File: src/rtl/intc_prio_seq.sv
// Priority interrupt sequencer: captures requests from NBUS x NCH sources, grants the
// highest-priority eligible one and runs a 4-phase IRQ/ACK handshake per grant.
module intc_prio_seq #(
    parameter int unsigned NBUS = 3,
    parameter int unsigned NCH  = 9,
    parameter int unsigned EDGE = 0,
    localparam int unsigned CW  = $clog2(NCH)
) (
    input  logic                 CK,
    input  logic                 RST,
    input  logic [NBUS*NCH-1:0]  REQ,
    input  logic [NCH-1:0]       EN,
    input  logic                 ACK,
    output logic                 IRQ,
    output logic [NBUS-1:0]      BUS,
    output logic [CW-1:0]        CHAN,
    output logic [NBUS*NCH-1:0]  PEND,
    output logic                 OVF
);

    localparam int unsigned NB = NBUS * NCH;

    typedef enum logic [1:0] {
        IDLE    = 2'd0,
        ASSERT  = 2'd1,
        RELEASE = 2'd2
    } state_t;

    state_t          state;
    logic [NB-1:0]   req_prev;
    logic [NB-1:0]   eligible;
    logic [NB-1:0]   rise;
    logic [NB-1:0]   clr;
    logic [NB-1:0]   pend_next;
    logic            ovf_set;
    logic            any_elig;
    logic [NBUS-1:0] win_bus;
    logic [CW-1:0]   win_chan;

    // Eligibility and the clear mask for the currently granted vector
    always_comb begin
        eligible = '0;
        clr      = '0;
        for (int b = 0; b < int'(NBUS); b++) begin
            for (int c = 0; c < int'(NCH); c++) begin
                eligible[b*NCH+c] = PEND[b*NCH+c] & EN[c];
                clr[b*NCH+c]      = (state == ASSERT) && ACK && BUS[b] && (CHAN == CW'(c));
            end
        end
    end

    // Fixed priority: lowest bus first, then lowest channel within the bus
    always_comb begin
        any_elig = 1'b0;
        win_bus  = '0;
        win_chan = '0;
        for (int b = 0; b < int'(NBUS); b++) begin
            for (int c = 0; c < int'(NCH); c++) begin
                if (eligible[b*NCH+c] && !any_elig) begin
                    any_elig = 1'b1;
                    win_bus  = NBUS'(1) << b;
                    win_chan = CW'(c);
                end
            end
        end
    end

    // Pending update; in edge mode a new edge wins over a simultaneous clear
    always_comb begin
        rise      = REQ & ~req_prev;
        pend_next = REQ;
        ovf_set   = 1'b0;
        if (EDGE != 0) begin
            pend_next = (PEND & ~clr) | rise;
            ovf_set   = |(rise & PEND & ~clr);
        end
    end

    always_ff @(posedge CK) begin
        if (RST) begin
            state    <= IDLE;
            IRQ      <= 1'b0;
            BUS      <= '0;
            CHAN     <= '0;
            PEND     <= '0;
            OVF      <= 1'b0;
            req_prev <= REQ;
        end else begin
            req_prev <= REQ;
            PEND     <= pend_next;
            if (ovf_set) begin
                OVF <= 1'b1;
            end
            case (state)
                IDLE: begin
                    if (any_elig) begin
                        state <= ASSERT;
                        IRQ   <= 1'b1;
                        BUS   <= win_bus;
                        CHAN  <= win_chan;
                    end
                end
                ASSERT: begin
                    if (ACK) begin
                        state <= RELEASE;
                        IRQ   <= 1'b0;
                        BUS   <= '0;
                        CHAN  <= '0;
                    end
                end
                RELEASE: begin
                    if (!ACK) begin
                        state <= IDLE;
                    end
                end
                default: begin
                    state <= IDLE;
                    IRQ   <= 1'b0;
                    BUS   <= '0;
                    CHAN  <= '0;
                end
            endcase
        end
    end

endmodule

File: config.mk
export PLATFORM = sky130hd
export DESIGN_NAME = intc_prio_seq
export DESIGN_NICKNAME = d
export VERILOG_FILES = /design/src/rtl/intc_prio_seq.sv
export SDC_FILE = /design/constraint.sdc
export NUM_CORES = 1
export LEC_CHECK = 0
export BUFFER_PORTS_ARGS = -buffer_cell sky130_fd_sc_hd__buf_4
export CORE_MARGIN = 4
export CORE_UTILIZATION = 45
export CTS_CLUSTER_DIAMETER = 150
export CTS_CLUSTER_SIZE = 16
export DETAILED_ROUTE_END_ITERATION = 8
export PLACE_DENSITY_LB_ADDON = 0.08
export RECOVER_POWER = 25
export SYNTH_ARGS = -nofsm -noshare
export SYNTH_HDL_FRONTEND = slang
export SYNTH_SLANG_ARGS = --single-unit
export TNS_END_PERCENT = 10
File: constraint.sdc
create_clock -name CK -period 2.25 [get_ports CK]
set_input_delay 0.225 -clock CK [delete_from_list [all_inputs] [get_ports CK]]
set_output_delay 0.225 -clock CK [all_outputs]
set_load 0.02 [all_outputs]
# Word-level counts from Yosys, hierarchy flattened
# Cells that the tools add are included.
[word_totals] regBits=37 output_inout_bits=36 wordCells=186
[op_classes] eq_ne=5 mux=93 n_bitwise=28 reduce_logical=55
[op_table] operator="two-way mux 4 bit" n=27
[op_table] operator="two-way mux 3 bit" n=28
[op_table] operator="two-way mux 1 bit" n=31
[op_table] operator="AND 1 bit" n=27
[op_table] operator="logical AND 1 bit" n=26
[op_table] operator="zero test 1 bit" n=26
[op_table] operator="case mux 4 bit (3 select lines)" n=1
[op_table] operator="case mux 3 bit (3 select lines)" n=1
[op_table] operator="two-way mux 2 bit" n=3
[op_table] operator="inequality test 2 bit (second input constant)" n=3
[op_table] operator="case mux 2 bit (3 select lines)" n=1
[op_table] operator="AND reduction 3 bit" n=2
[op_table] operator="case mux 1 bit (3 select lines)" n=1
[op_table] operator="equality test 2 x 1 -> 1 bit (second input constant)" n=1
[op_table] operator="equality test 2 bit (second input constant)" n=1
[op_table] operator="zero test 2 bit" n=1
[op_table] operator="NOT 1 bit" n=1

# Longest topological paths before layout
# Gate-level depths: netlist of the first run.
[logic_depth] depth_word=82 ltp_mapped=6 ltp_nobuf=6

# Worst setup path after synthesis of the first run
# Ideal clock, no wire load.
[synth_path] path_type="register to register" start="register PEND[15]" end="register BUS[0]" arrival_time_ns=1.642 required_time_ns=2.191 path_slack_ns=0.549 stages_incl_launch_ff=6 n_path_buf=0 cell_sequence="dfxtp_1 a222oi_1 and4_4 nand4_4 o22ai_4 a22o_1"
[synth_via] elab_chain_len=38
[synth_rtl] element="start, declared" line_no="17" rtl="output logic [NBUS*NCH-1:0] PEND,"
[synth_rtl] element="start signal, assigned" line_no="90" rtl="PEND <= pend_next;"
[synth_rtl] element="AND 1 bit (*)" line_no="46" rtl="eligible[b*NCH+c] = PEND[b*NCH+c] & EN[c];"
[synth_rtl] element="logical AND 1 bit (*)" line_no="59" rtl="if (eligible[b*NCH+c] && !any_elig) begin"
[synth_rtl] element="two-way mux 1 bit" line_no="59"
[synth_rtl] element="zero test 1 bit" line_no="59"
[synth_rtl] element="logical AND 1 bit" line_no="59"
[synth_rtl] element="two-way mux 1 bit" line_no="59"
[synth_rtl] element="zero test 1 bit" line_no="59"
[synth_rtl] element="logical AND 1 bit" line_no="59"
[synth_rtl] element="[... 22 more ...]"
[synth_rtl] element="zero test 1 bit" line_no="59"
[synth_rtl] element="logical AND 1 bit" line_no="59"
[synth_rtl] element="two-way mux 1 bit" line_no="59"
[synth_rtl] element="zero test 1 bit" line_no="59"
[synth_rtl] element="logical AND 1 bit" line_no="59"
[synth_rtl] element="two-way mux 3 bit or two-way mux 1 bit (tied branches)" line_no="59"
[synth_rtl] element="two-way mux 3 bit or inequality test 2 bit (tied branches)"
[synth_rtl] element="case mux 3 bit (3 select lines) or AND reduction 3 bit (tied branches)"
[synth_rtl] element="end signal, assigned" line_no="99" rtl="BUS <= win_bus;"
[synth_rtl] element="end, declared" line_no="15" rtl="output logic [NBUS-1:0] BUS,"
# Every way passes the cells marked *; elsewhere a longest branch is shown, timed or not. The select of a mux whose other input is x is not followed.
# A chain may end at the register's enable or synchronous reset.

# Final worst setup path of the first run
[layout_path] start="register PEND[0]" end="register IRQ"
[layout_via] elab_chain_len=82
[layout_rtl] element="AND 1 bit (*)" line_no="46"
[layout_rtl] element="two-way mux 1 bit (*)" line_no="59"
[layout_rtl] element="zero test 1 bit" line_no="59"
[layout_rtl] element="logical AND 1 bit" line_no="59"
[layout_rtl] element="two-way mux 1 bit (*)" line_no="59"
[layout_rtl] element="zero test 1 bit" line_no="59"
[layout_rtl] element="logical AND 1 bit" line_no="59"
[layout_rtl] element="two-way mux 1 bit (*)" line_no="59"
[layout_rtl] element="[... 66 more ...]"
[layout_rtl] element="zero test 1 bit" line_no="59"
[layout_rtl] element="logical AND 1 bit" line_no="59"
[layout_rtl] element="two-way mux 1 bit (*)" line_no="59"
[layout_rtl] element="zero test 1 bit" line_no="59"
[layout_rtl] element="logical AND 1 bit" line_no="59"
[layout_rtl] element="two-way mux 1 bit (*)" line_no="59"
[layout_rtl] element="inequality test 2 bit (no source line) (*)"
[layout_rtl] element="AND reduction 3 bit (no source line) (*)"
[layout_rtl] element="end signal, assigned" line_no="82" rtl="IRQ <= 1'b0;"
[layout_rtl] element="end signal, assigned" line_no="98" rtl="IRQ <= 1'b1;"
[layout_rtl] element="end signal, assigned" line_no="106" rtl="IRQ <= 1'b0;"
[layout_rtl] element="end, declared" line_no="14" rtl="output logic IRQ,"
# Every way passes the cells marked *; elsewhere a longest branch is shown, timed or not.

==> results.md, run 1 <==
* Status: finished clean
* Routability cong. at 0.882
* Critical path peak fanout at 5
* Detail Route Antenna Nets at 0
* Post-Syn Area at 0.00156 mm²
* CTS root buf: clkbuf_4
* Worst-path cell chain: a22o_1 -> nor4_4 -> and2_1 -> nand3_1 -> a21oi_1 -> a211oi_1
* Fraction of layout cells with a size suffix above 1 at 34.7%
* Sequential share of the synthesized area at 47.6%
* Max cap viols at 0
* DRC Markers at 0
* Worst skew pair latency at 0.34 ns
* Setup repair bufs after CTS at 0
* RSZ-0062 raised after global routing: no
* Type of the worst min-delay path: input port to flop
* First-pass GRT wire length at 6810 µm
* Static Leak at 0.956 nW
* Routed wire length at 4230 µm
* Worst-margin pin slew at 1.34 ns
* Setup Crit Path Kind: flop to flop
* CTS tree: yes
* Power density cells at 623 mW/mm²
* Crit path capture type: flop
* Top Metal Used: met4
* GRT Total Usage at 20.4%
* Required @ worst endpoint at 2.42 ns
* Core area at 0.00334 mm²
* Final setup skew at 0.0112 ns
* Pre-CTS worst setup slack at 0.406 ns
* Drt pass-1 iters at 4
* Met3 wire len at 392 µm
* Clock transition at the registers of the reported paths at 0.10 ns
* Final setup fails at 0
* Count of different cell masters after synthesis at 37
* Pin count of the biggest net entering global routing at 34
* Max incr delay on CP at 0.41 ns
* Routed WL per cell at 14.7 µm
* Die X at 66.8 µm
* Vias in the first global route at 1522
* CP top delay family: simple AND/OR/NAND/NOR gates
* Detailed Place HPWL at 3450 µm
* WL met2 at 2040 µm
* GR Overflow Total at 0
* Crit share post-route at 82.3%
* PortBufs at 73
* Die Area at 0.00446 mm²
* Syn-to-layout area delta at 40.7%
* First-iteration detailed-routing DRC count at 86
* Clk sinks at 37
* H-tree levels at 2
* Vias per Instance at 5.42
* Synthesized instance count at 166
* Crit path buf inv count at 0
* Slew headroom at 10.4%
* Max-slew violations at 0
* I/O pin cnt at 75
* Yosys Warn Count at 0
* #FFs+latches synth at 37
* Fin nets at 282
* IR drop worst, VDD at 0.000385 V
* Rows at 21
* Via count at 1561
* TNS Setup at 0 ns
* Post-cts sizing count at 0
* Cell at the slowest stage of the critical path: nor4_4
* Starting density of the core at 46.6%
* CTS Buf Count at 5
* Antenna cell count at 0
* Die Ht at 66.8 µm
* Share of the core filled with cells at 65.6%
* Mean Syn Cell Area at 9.38 µm²
* Setup crit start kind: flop
* Max clock buf depth at 2
* Fmax at 0.540 GHz
* Initial antenna violation count at 0
* Routed length on met1 at 1710 µm
* Final Worst Setup Slack at 0.399 ns
* Worst EP arrival at 2.02 ns
* Mapped Nets at 205
* Hold_buf cts at 0
* Minimum clock period at 1.85 ns
* Final hold vios at 0
* Fillcell total at 304
==> cells in the final DEF, fill, tap and decap left out, drive strengths merged, types with 3 or more instances in the layout <==
cell,count
nor2b,27
nand3,4
buf,73
nand2,27
o21ai,8
dfxtp,37
clkbuf,6
a31oi,4
a22oi,10
a32o,3
a21oi,5
a211oi,3
a22o,5
==> report_power, final <==
| part | total (W) | switching (W) | internal (W) | leakage (nW) |
|---|---|---|---|---|
| combinational | 0.000332 | 0.000172 | 0.000160 | 0.622 |
| clock | 0.000302 | 0.000194 | 0.000108 | 0.0269 |
| sequential | 0.000731 | 0.0000348 | 0.000696 | 0.307 |
| total | 0.00136 | 0.000400 | 0.000965 | 0.956 |
==> metrics by stage <==
stage | instance area [µm²] | power (W) | std cells | hold slack, ns
2_1_floorplan | 1560 | 0.000922 | 166 | 0.316
3_3_place_gp | 2150 | 0.00107 | 282 | 0.433
3_5_place_dp | 2150 | 0.00108 | 282 | 0.441
4_1_cts | 2190 | 0.00138 | 288 | 0.0818
5_1_grt | 2190 | 0.00144 | 288 | 0.0742
6_report | 2190 | 0.00136 | 288 | 0.0910
==> cells in the mapped netlist (all sizes together) <==
cell type	number	area, µm²
a2111oi	1	8.76
a211oi	3	22.5
a21boi	1	7.51
a21o	2	15.0
a21oi	5	25.0
a222oi	1	10.0
a22o	5	45.0
a22oi	10	75.1
a311oi	1	8.76
a31oi	4	25.0
a32o	3	30.0
a32oi	2	17.5
a41oi	1	8.76
and2	2	12.5
and3	1	6.26
and4	2	20.0
buf	1	7.51
clkbuf	3	11.3
conb	1	3.75
dfxtp	37	741
inv	1	3.75
nand2	27	101
nand2b	2	12.5
nand3	4	20.0
nand4	2	27.5
nor2	2	7.51
nor2b	27	169
nor3	2	10.0
nor3b	1	7.51
nor4	1	21.3
o21ai	8	40.0
o22ai	2	26.3
xnor2	1	8.76
==> flip-flops by register name (all words and copies together), names as in the netlist <==
name,count
IRQ,1
CHAN,4
BUS,3
state,2
PEND,27
==> worst reg2reg max path, delay by kind of cell, from the launching register on <==
family | cells | cell delay (ns)
AND/OR/NAND/NOR | 3 | 0.83
AO/OA/AOI/OAI | 3 | 0.49
flip-flops | 1 | 0.35
==> final timing paths <==
kind,start,to,slack (ns),cells past startpoint
worst max-delay path,PEND[0]$_SDFF_PP0_,IRQ$_SDFFE_PP0P_,0.40,6
worst min-delay path,REQ[19],PEND[19]$_SDFF_PP0_,0.09,2
worst max register to register,PEND[0]$_SDFF_PP0_,IRQ$_SDFFE_PP0P_,0.40,6
worst min register to register,CHAN[1]$_SDFFE_PP0P_,CHAN[1]$_SDFFE_PP0P_,0.47,2
==> kinds of logic (layout without fill, tap and decap cells) <==
logic type                after synthesis  in the layout  synth area share (%)
AOI/OAI and AO/OA                      49             49                  23.5
other                                   1              1                 0.241
buffers and inverters                   5             81                  1.45
and+or+nand+nor                        73             73                  26.7
xor gates and xnor gates                1              1                 0.563
DFF                                    37             37                  47.6
==> area by class of cell <==
| class | count | area, µm² | area share, % |
|---|---|---|---|
| Clock inverter | 1 | 5.00 | 0.229 |
| Tap cell | 46 | 57.6 | 2.63 |
| Inverter | 1 | 3.75 | 0.171 |
| Clock buffer | 5 | 37.5 | 1.71 |
| Timing Repair Buffer | 74 | 552 | 25.2 |
| Multi-Input combinational cell | 124 | 793 | 36.2 |
| Sequential cell | 37 | 741 | 33.8 |
==> routing by layer <==
metal / vias to the layer above / track usage [%]
li1: 759 / -
met1: 730 / 23.3
met2: 64 / 33.9
met3: 8 / 6.07
met4: 0 / 10.7
met5: - / 0
Note: power is estimated with default switching activity, not from simulation.
==> inputs of run 2 (changes only) <==
--- a/config.mk
+++ b/config.mk
@@ -7,7 +7,7 @@
 export LEC_CHECK = 0
 export BUFFER_PORTS_ARGS = -buffer_cell sky130_fd_sc_hd__buf_4
 export CORE_MARGIN = 4
-export CORE_UTILIZATION = 45
+export CORE_UTILIZATION = 41
 export CTS_CLUSTER_DIAMETER = 150
 export CTS_CLUSTER_SIZE = 16
 export DETAILED_ROUTE_END_ITERATION = 8
==> constraint.sdc (replaced) <==
create_clock -name CK -period 1.6 [get_ports CK]
set_input_delay 0.16 -clock CK [delete_from_list [all_inputs] [get_ports CK]]
set_output_delay 0.16 -clock CK [all_outputs]
set_load 0.02 [all_outputs]
==> results.md, run 2 (synthesized netlist as in run 1, its figures left out) <==
* Routability cong. at 0.820
* Rows at 22
* Crit path capture type: flop
* Clock transition at the registers of the reported paths at 0.07 ns
* Detailed Place HPWL at 3620 µm
* Max incr delay on CP at 0.35 ns
* Routed WL per cell at 15.0 µm
* Vias in the first global route at 1659
* Most frequent cells in the layout: buf_4 (93), dfxtp_1 (30), nor2b_1 (27)
* GR Overflow Total at 0
* Failing checks: setup timing
* Max cap viols at 0
* Max-slew violations at 0
* RSZ-0062 raised after global routing: yes
* Cell at the slowest stage of the critical path: nor4_4
* Fraction of layout cells with a size suffix above 1 at 43.7%
* HP Start: REQ[8]
* CTS Buf Count at 5
* Pin count of the biggest net entering global routing at 33
* Minimum clock period at 1.65 ns
* Syn-to-layout area delta at 55.8%
* Worst skew pair latency at 0.29 ns
* R2r worst-path depth at 7
* Antenna cell count at 0
* Reg-to-reg endpoint: CHAN[2]$_SDFFE_PP0P_
* Pre-CTS worst setup slack at -0.0337 ns
* Most flops, register: PEND
* Die X at 69.6 µm
* WHS Path Cells at 2
* First-iteration detailed-routing DRC count at 93
* Power density cells at 912 mW/mm²
* PortBufs at 73
* Final hold vios at 0
* Critical path peak fanout at 6
* Via count at 1636
* Worst reg2reg path startpoint: PEND[6]$_SDFF_PP0_
* Setup slack, reg-to-reg at -0.05 ns
* Crit share post-route at 103%
* Die Area at 0.00485 mm²
* Worst EP arrival at 1.87 ns
* Fin nets at 302
* Die Ht at 69.6 µm
* Status: finished, violations left
* Static Leak at 1.09 nW
* Required @ worst endpoint at 1.82 ns
* Detail Route Antenna Nets at 0
* Final Worst Setup Slack at -0.0510 ns
* Leading registers by flop count: PEND x27, CHAN x4, BUS x3
* Worst Hold End: PEND[8]$_SDFF_PP0_
* First-pass GRT wire length at 7560 µm
* Vias per Instance at 5.26
* Final setup fails at 7
* Final setup skew at 0.00588 ns
* Setup Crit Path Kind: flop to flop
* Fmax at 0.606 GHz
* GRT Total Usage at 19.3%
* Commonest non-fill, non-tap cell in the layout: buf_4
* CTS root buf: clkbuf_8
* Type of the worst min-delay path: input port to flop
* Initial antenna violation count at 0
* Core area at 0.00366 mm²
* Design Power at 0.00221 W
* Starting density of the core at 42.5%
* Routed wire length at 4670 µm
* CTS tree: yes
* I/O pin cnt at 75
* Max clock buf depth at 2
* H-tree levels at 2
* TNS Setup at -0.119 ns
* Max reg flops at 27
* Critical path launch point: PEND[6]$_SDFF_PP0_
* IR drop worst, VDD at 0.000628 V
* Worst-path cell chain: a22o_4 -> nor4_4 -> buf_4 -> nand4_4 -> o22ai_4 -> nand2_1 -> o21ai_1
* DRC Markers at 0
* Clk sinks at 37
* Setup crit start kind: flop
* Fin Hold WS at 0.0777 ns
* Drt pass-1 iters at 5
-- run 2: changes by cell type in the layout (fill, tap and decap cells not counted), moves of 4 or more --
cell | before | now
o21ai_0 | 8 | 4
dfxtp_2 | 0 | 6
clkbuf_8 | 0 | 6
clkbuf_4 | 5 | 0
dfxtp_1 | 37 | 30
o21ai_1 | 0 | 4
buf_4 | 73 | 93
-- run 2: cell type report --
type	instances	area [µm²]
timing repair buffer	94	702
multi-input combinational	124	821
clock buffer	7	86.3
tap	48	60.1
sequential	37	752
inverter	1	3.75
fill	309	1240
-- run 2: routing by layer --
metal / track usage (%) / vias to the layer above / wire, µm
met5: 0 / - / 0
met4: 7.23 / 0 / 110
met3: 6.67 / 10 / 416
met2: 32.5 / 82 / 2280
met1: 22.6 / 749 / 1860
li1: - / 795 / -
-- run 2: timing repair --
action / in CTS / in global routing
hold buffers: 0 / 0
gates resized for setup: 2 / 6
pin swaps: 5 / 7
setup endpoints to repair: 4 / 9
buffers inserted: 4 / 2
-- run 2: per-stage QoR --
step                      std cells  util, %  cell area [µm²]
final                           311     66.2             2420
after global routing            311     66.2             2420
after CTS                       309     65.4             2400
after detailed placement        298     62.2             2280
after global placement          298     62.2             2280
after floorplan                 166        -             1580
-- run 2: worst max-delay path: cells and delay by family, from the launching register on --
| family | cells | cell delay (ns) |
|---|---|---|
| AOI/OAI and AO/OA | 3 | 0.53 |
| and+or+nand+nor | 3 | 0.52 |
| DFF | 1 | 0.34 |
| buffers and inverters | 1 | 0.19 |
-- run 2: power breakdown --
group / total (W) / switching (W) / internal, W / leakage, nW
clock network: 0.000641 / 0.000299 / 0.000341 / 0.0443
logic: 0.000542 / 0.000267 / 0.000274 / 0.732
registers: 0.00103 / 0.0000483 / 0.000980 / 0.309
total: 0.00221 / 0.000615 / 0.00160 / 1.09
-- run 2: how the worst max path moves through the flow --
stage,slack (ns),cells past startpoint,end
finish,-0.05,7,CHAN[2]$_SDFFE_PP0P_
floorplan,-0.01,5,BUS[0]$_SDFFE_PP0P_
CTS,-0.03,7,CHAN[2]$_SDFFE_PP0P_
detailed placement,-0.03,7,CHAN[2]$_SDFFE_PP0P_
global route,-0.13,7,CHAN[0]$_SDFFE_PP0P_
global placement,0.04,7,CHAN[0]$_SDFFE_PP0P_
